## config.mk

```make
export PLATFORM = sky130hd
export DESIGN_NAME = serial_out_arb
export DESIGN_NICKNAME = d
export VERILOG_FILES = /design/src/rtl/serial_out_arb.sv
export SDC_FILE = /design/constraint.sdc
export NUM_CORES = 1
export LEC_CHECK = 0
export CORE_UTILIZATION = 41
export CTS_BUF_LIST = sky130_fd_sc_hd__clkbuf_16
export CTS_CLUSTER_DIAMETER = 200
export DETAILED_ROUTE_END_ITERATION = 10
export PLACE_DENSITY = 0.78
export SLEW_MARGIN = 15
export SYNTH_ARGS = -nofsm -noshare
export SYNTH_HDL_FRONTEND = slang
export SYNTH_SLANG_ARGS = --single-unit
```

## constraint.sdc

```tcl
create_clock -name clk -period 2.8 [get_ports clk]
set_input_delay 0.28 -clock clk [delete_from_list [all_inputs] [get_ports clk]]
set_output_delay 0.28 -clock clk [all_outputs]
set_load 0.02 [all_outputs]
```

## src/rtl/serial_out_arb.sv

```systemverilog
// Round-robin arbiter that hands one serial output datapath to NUM_REQ requesters,
// sequencing start/run/stop/ack and generating the per-owner bit tick.
module serial_out_arb #(
    parameter int NUM_REQ  = 4,
    parameter int DATA_BIT = 32,
    parameter int DIV_BIT  = 16
) (
    input  logic                          clk,
    input  logic                          rst,
    input  logic [NUM_REQ-1:0]            i_req,
    input  logic [NUM_REQ*DATA_BIT-1:0]   i_data,
    input  logic [NUM_REQ*DIV_BIT-1:0]    i_div,
    input  logic                          i_abort,
    output logic [NUM_REQ-1:0]            o_grant,
    output logic [NUM_REQ-1:0]            o_ack,
    output logic                          o_busy,
    output logic                          o_so_start,
    output logic                          o_so_stop,
    output logic                          o_so_mode,
    output logic                          o_so_tick,
    output logic [DATA_BIT-1:0]           o_so_data,
    input  logic                          i_so_done_tick
);

    localparam int IDX_W = (NUM_REQ > 1) ? $clog2(NUM_REQ) : 1;

    typedef enum logic [1:0] {
        S_IDLE  = 2'd0,
        S_START = 2'd1,
        S_RUN   = 2'd2,
        S_GAP   = 2'd3
    } state_t;

    state_t                state_q, state_d;
    logic [IDX_W-1:0]      owner_q;
    logic [IDX_W-1:0]      last_q;
    logic [IDX_W-1:0]      win_idx;
    logic                  win_found;
    logic [DATA_BIT-1:0]   data_q;
    logic [DIV_BIT-1:0]    div_q;
    logic [DIV_BIT-1:0]    cnt_q;
    logic                  ack_q;
    logic                  stop_q;
    logic                  run_stop;
    logic                  run_done;
    logic [NUM_REQ-1:0]    owner_hot;
    int                    cand;

    // Search starts just past the previous owner so it ends up with lowest priority.
    always_comb begin
        win_found = 1'b0;
        win_idx   = '0;
        cand      = 0;
        for (int i = 0; i < NUM_REQ; i++) begin
            cand = (int'(last_q) + 1 + i) % NUM_REQ;
            if (!win_found && i_req[IDX_W'(cand)]) begin
                win_found = 1'b1;
                win_idx   = IDX_W'(cand);
            end
        end
    end

    // Abort or withdrawal by the owner outranks a simultaneous done tick.
    assign run_stop = (state_q == S_RUN) && (i_abort || !i_req[owner_q]);
    assign run_done = (state_q == S_RUN) && !run_stop && i_so_done_tick;

    always_comb begin
        state_d = state_q;
        case (state_q)
            S_IDLE:  if (win_found) state_d = S_START;
            S_START: state_d = S_RUN;
            S_RUN:   if (run_stop || run_done) state_d = S_GAP;
            S_GAP:   state_d = S_IDLE;
            default: state_d = S_IDLE;
        endcase
    end

    always_ff @(posedge clk or posedge rst) begin
        if (rst) begin
            state_q <= S_IDLE;
            owner_q <= '0;
            last_q  <= IDX_W'(NUM_REQ - 1);
            data_q  <= '0;
            div_q   <= '0;
            cnt_q   <= '0;
            ack_q   <= 1'b0;
            stop_q  <= 1'b0;
        end else begin
            state_q <= state_d;
            ack_q   <= run_done;
            stop_q  <= run_stop;
            case (state_q)
                S_IDLE: begin
                    if (win_found) begin
                        owner_q <= win_idx;
                        last_q  <= win_idx;
                        data_q  <= i_data[win_idx*DATA_BIT +: DATA_BIT];
                        div_q   <= i_div[win_idx*DIV_BIT +: DIV_BIT];
                    end
                end
                S_START: cnt_q <= '0;
                S_RUN:   cnt_q <= (cnt_q == div_q) ? '0 : cnt_q + 1'b1;
                default: ;
            endcase
        end
    end

    assign owner_hot  = NUM_REQ'(1) << owner_q;
    assign o_grant    = (state_q == S_START || state_q == S_RUN) ? owner_hot : '0;
    assign o_ack      = ack_q ? owner_hot : '0;
    assign o_busy     = (state_q != S_IDLE);
    assign o_so_start = (state_q == S_START);
    assign o_so_stop  = stop_q;
    assign o_so_mode  = 1'b0;
    assign o_so_tick  = (state_q == S_RUN) && (cnt_q == div_q);
    assign o_so_data  = data_q;

endmodule

```

==> impl_metrics.tcl, run 1 <==
set metrics [dict create \
    synthTopCellsByCount "77 x a211oi_1, 70 x dfrtp_1, 60 x nand2_1, 60 x nor2_1, 51 x nor3_1" \
    leakage_nw 3.22 \
    worstSetupPathType "reg2out" \
    ff2ff_path_depth 6 \
    ys_top_cells_by_area "dfrtp_1 35%, a211oi_1 12%, mux2i_1 9.9%, nor3_1 5.2%, a211oi_2 5.1%" \
    pre_cts_slack_ps 254 \
    synth_top_area_share 0.355 \
    cts_buffers 9 \
    cp_max_fo 5 \
    syn-instance-count 556 \
    grt_pass1_vias 5376 \
    post-route-drc-count 9 \
    hold_viol_final 0 \
    hpwl_um 12700 \
    syn-num-nets 760 \
    finalNonFillerCells 926 \
    synth_ff_type "dfrtp_1" \
    wirelength_um 16800 \
    power_mw 6.81 \
    cts_sinks 72 \
    coreArea_mm2 0.0116 \
    post_cts_buffers 0 \
    critPathArrivalTime_ps 2360 \
    synth-edff-count 0 \
    min_path_type "in2async" \
    slowest_stage "clkdlybuf4s50_1" \
    antenna_found_initial 0 \
    num_io_pins 245 \
    rows 39 \
    startpoint_type "flop" \
    ys_types 48 \
    violations "DRC" \
    grt.total_usage 0.278 \
    p_per_area_mw_per_mm2 872 \
    synth-seq-cells 72 \
    place.gp.congestion 0.869 \
    synthToLayoutAreaGrowth_pct 58.3 \
    cts_tree "built" \
    period_needed_ps 2640 \
    worstMarginPinSlew_ps 657 \
    ys_async_sr_fraction 1.00 \
    wire_per_inst_um 18.2 \
    relSlewSlack 0.561 \
    dp_cells 910 \
    synth_most_common_cell "a211oi_1" \
    regToRegSetupSlack_ps 440 \
    cts_hold_buf 0 \
    syn_area_per_cell_um2 8.88 \
    die-area_mm2 0.0125 \
    fmaxAchievable_mhz 379 \
    rsz0062_at_grt "no" \
    crit_required_ps 2520 \
    fp.dieH_um 112 \
    fin_setup_tns_ps 0 \
    grt_overflow 0 \
    port_buffers 243 \
    cp_cell_sequence "xor2_1 > nor4_1 > nand4_1 > nor2_1 > clkdlybuf4s50_1" \
    maxSlewViolCount 0 \
    cts_max_path_buffers 2 \
    diodes 0 \
    die_w_um 112 \
    syn-cell-area_mm2 0.00493 \
    fin_crit_sh 0.942 \
    ctsRootBufferMaster "clkbuf_16" \
    yosysTopAreaCell "dfrtp_1" \
    cts_resized 0 \
    drive_gt1_frac 0.0868 \
    start_util 0.427 \
    fin_ws_ps 163 \
    max_stage_delay_ps 620 \
    end_kind "output port" \
    yosysSeqAreaShare 0.366 \
    skew_ps 3.03 \
    grt_max_degree 53 \
    outcome "finished, violations left" \
    dr.pass1.iters 8 \
    via_count 5202 \
    vdd_drop_max_mv 0.561 \
    layout.nets 983 \
    ant_nets 0 \
    htreeDepth 3 \
    yosys_warnings 0 \
    setup_viol 0 \
    grt_pass1_wl_um 27100 \
    first_iter_violations 261 \
    path_clk_slew_ps 60 \
    routed_via_density 5.62 \
    maxCapViolCount 0 \
    clk_latency_ps 330 \
]
==> final timing paths <==
kind | start | to
max | cnt_q[0]$_DFFE_PP0P_ | o_so_tick
min | rst | o_so_data[19]$_DFFE_PP0P_
max reg2reg | last_q[1]$_DFFE_PP1P_ | o_so_data[12]$_DFFE_PP0P_
min reg2reg | last_q[1]$_DFFE_PP1P_ | last_q[1]$_DFFE_PP1P_
max in group asynchronous | rst | last_q[1]$_DFFE_PP1P_
min in group clk | last_q[1]$_DFFE_PP1P_ | last_q[1]$_DFFE_PP1P_
==> flip-flops by register name (all words and copies together), names as in the netlist <==
register,count
owner_q,2
o_so_data,32
div_q,16
last_q,2
o_so_stop,1
cnt_q,16
state_q,2
ack_q,1
==> report_power, final <==
group          total [mW]  leakage, nW  internal [mW]  switching, mW
sequential           1.79        0.841           1.47          0.317
combinational        3.80         2.23           1.67           2.13
clock                1.22        0.147          0.771          0.448
total                6.81         3.22           3.91           2.90
==> kinds of logic after synthesis <==
logic type               after synthesis  synth area share
AO/OA/AOI/OAI                        133             0.220
buffers and inverters                 60            0.0578
AND/OR/NAND/NOR                      214             0.202
XOR/XNOR                              21            0.0373
multiplexers                          51             0.106
flip-flops                            72             0.366
other                                  1          0.000760
adder cells (fa/ha/maj)                4            0.0101
==> layout make-up <==
type | count | area (um^2)
Tap cell | 143 | 179
Clock buffer | 9 | 225
Inverter | 10 | 37.5
Fill cell | 924 | 3750
Timing Repair Buffer | 262 | 2610
Sequential cell | 72 | 1800
Clock inverter | 6 | 85.1
Multi-Input combinational cell | 424 | 2870
==> worst max-delay path, delay by kind of cell (launching register included) <==
family        cells  cell delay (ps)
simple gates      3              780
flops             1              460
buf+inv           1              620
xor+xnor          1              170
==> routing by layer <==
layer | vias to the layer above | GRT usage | part of all wire
met5 | - | 0 | 0
met4 | 0 | 0.106 | 0.027
met3 | 35 | 0.0593 | 0.065
met2 | 229 | 0.501 | 0.52
met1 | 2460 | 0.321 | 0.38
li1 | 2478 | - | -
==> layout by cell type (no fill, tap or decap), types with 3 or more instances in the layout <==
master and count:
a211oi_1 77, a211oi_2 20, a21oi_1 9, a22o_1 3
a32oi_1 4, and2_1 3, and3_1 9, buf_12 3
buf_4 16, clkbuf_16 9, clkdlybuf4s50_1 243, dfrtp_1 70
ha_1 4, inv_1 9, mux2i_1 49, nand2_1 60
nand2b_1 3, nand3_1 6, nor2_1 58, nor2_4 3
nor2b_1 3, nor3_1 51, nor3b_1 3, nor4_1 5
o21ai_0 7, o31ai_1 3, xor2_1 21
==> per-stage QoR <==
stage / hold WS, ps / util / cell area (um^2)
after detailed placement: 532 / 0.647 / 7480
final: 368 / 0.675 / 7810
after global placement: 501 / 0.647 / 7480
after floorplan: 427 / - / 4930
after global routing: 437 / 0.675 / 7810
after CTS: 394 / 0.674 / 7790
Power figures use the tool's default switching activity.
==> inputs of run 2 (changes only) <==
Settings changed: RECOVER_POWER set to 50, SLEW_MARGIN 15 to 20.
==> run 2 against run 1 <==
Net effect: the flow still finishes with violations (DRC); routed wire length shrank 0.99%; first-iteration DRC count is 27% higher; clock skew up 1.2 ps; cell area fell by 0.61%; critical path depth unchanged; sequential share of layout area increased by 0.14 points; die area is the same; largest cell class unchanged; highest routed layer unchanged.
==> impl_metrics.tcl, run 2 (synthesis results as in run 1) <==
set metrics [dict create \
    first_iter_violations 331 \
    num_io_pins 245 \
    whs_ps 534 \
    cts_max_path_buffers 2 \
    wire_per_inst_um 18.0 \
    hold_viol_final 0 \
    fmaxAchievable_mhz 383 \
    dr.pass1.iters 7 \
    rows 39 \
    fp.dieH_um 112 \
    grt.total_usage 0.273 \
    drive_gt1_frac 0.0830 \
    via_count 5211 \
    violations "DRC" \
    grt_pass1_vias 5374 \
    worstMarginPinSlew_ps 1180 \
    critPathArrivalTime_ps 2330 \
    grt_max_degree 43 \
    setup_viol 0 \
    maxCapViolCount 0 \
    dp_cells 911 \
    cp_max_fo 5 \
    largest_reg_flops 32 \
    fin_setup_tns_ps 0 \
    coreArea_mm2 0.0116 \
    grt_pass1_wl_um 26700 \
    hpwl_um 12800 \
    wirelength_um 16700 \
    post_cts_buffers 0 \
    die_w_um 112 \
    cts_hold_buf 0 \
    end_kind "output port" \
    cts_sinks 72 \
    post-route-drc-count 9 \
    diodes 0 \
    routed_via_density 5.63 \
    cts_buffers 9 \
    final_cell_mix "223 x clkdlybuf4s50_1, 77 x a211oi_1, 70 x dfrtp_1" \
    leakage_nw 3.20 \
    fin_ws_ps 189 \
    fin_crit_sh 0.933 \
    ctsRootBufferMaster "clkbuf_16" \
    relSlewSlack 0.215 \
    layout.nets 983 \
    place.gp.congestion 0.869 \
    worstSetupPathType "reg2out" \
    die-area_mm2 0.0125 \
    start_util 0.427 \
    port_buffers 243 \
    synthToLayoutAreaGrowth_pct 57.3 \
    maxSlewViolCount 0 \
    clk_latency_ps 330 \
    htreeDepth 3 \
    pre_cts_slack_ps 279 \
    period_needed_ps 2610 \
    startpoint_type "flop" \
    grt_overflow 0 \
    antenna_found_initial 0 \
    min_path_type "reg2reg" \
    final_common_cell "clkdlybuf4s50_1" \
    finalNonFillerCells 926 \
    path_clk_slew_ps 60 \
    outcome "finished, violations left" \
    vdd_drop_max_mv 0.581 \
    rsz0062_at_grt "no" \
    crit_required_ps 2520 \
    skew_ps 4.22 \
    cts_tree "built" \
    ant_nets 0 \
    cts_resized 0 \
    p_per_area_mw_per_mm2 854 \
]
## run 2: cell count changes in the layout (fill, tap and decap cells not counted), sizes merged
| cell | delta |
|---|---|
| clkinv | +2 |
| dlygate4sd3 | +20 |
| clkinvlp | -2 |
| clkdlybuf4s50 | -20 |
| inv | +1 |
| bufinv | -1 |
## run 2: where the power goes
group | internal (mW) | total, mW | leakage (nW) | switching [mW]
Sequential | 1.47 | 1.79 | 0.841 | 0.311
Clock | 0.673 | 1.09 | 0.144 | 0.419
Combinational | 1.62 | 3.75 | 2.22 | 2.14
Total | 3.76 | 6.63 | 3.20 | 2.87
## run 2: worst paths after layout
path / cells after the start / startpoint / to / slack [ps]
min: 2 / last_q[1]$_DFFE_PP1P_ / last_q[1]$_DFFE_PP1P_ / 530
max reg2reg: 6 / last_q[1]$_DFFE_PP1P_ / o_so_data[12]$_DFFE_PP0P_ / 490
min in group asynchronous: 2 / rst / o_so_data[19]$_DFFE_PP0P_ / 700
min reg2reg: 2 / last_q[1]$_DFFE_PP1P_ / last_q[1]$_DFFE_PP1P_ / 530
max: 5 / cnt_q[0]$_DFFE_PP0P_ / o_so_tick / 190
max in group asynchronous: 3 / rst / cnt_q[12]$_DFFE_PP0P_ / 500
## run 2: critical path, cell delays in order, from the launching register on
cell and delay [ps]:
dfrtp_1 460, xor2_1 170, nor4_1 430, nand4_1 170, nor2_1 150, clkdlybuf4s50_1 620
## run 2: per-layer routing
| metal | global-route usage | vias to the layer above | wire, um |
|---|---|---|---|
| met4 | 0.138 | 0 | 629 |
| met1 | 0.314 | 2457 | 6260 |
| met2 | 0.484 | 232 | 8620 |
| met3 | 0.0528 | 38 | 1160 |
| met5 | 0 | - | 0 |
| li1 | - | 2484 | - |
## run 2: layout make-up
cell class | count | area, um^2
clock inverters | 6 | 52.6
fillers | 932 | 3800
multi-input cells | 424 | 2870
flip-flops and latches | 72 | 1800
repair buffers | 262 | 2600
well taps | 143 | 179
inverters | 10 | 37.5
clock buffers | 9 | 225
## run 2: stage by stage
step	area, um^2	utilization	power (mW)
6_report	7760	0.671	6.63
5_1_grt	7760	0.671	7.06
4_1_cts	7780	0.673	6.72
3_5_place_dp	7500	0.649	5.60
3_3_place_gp	7480	0.647	5.46
2_1_floorplan	4930	-	4.11
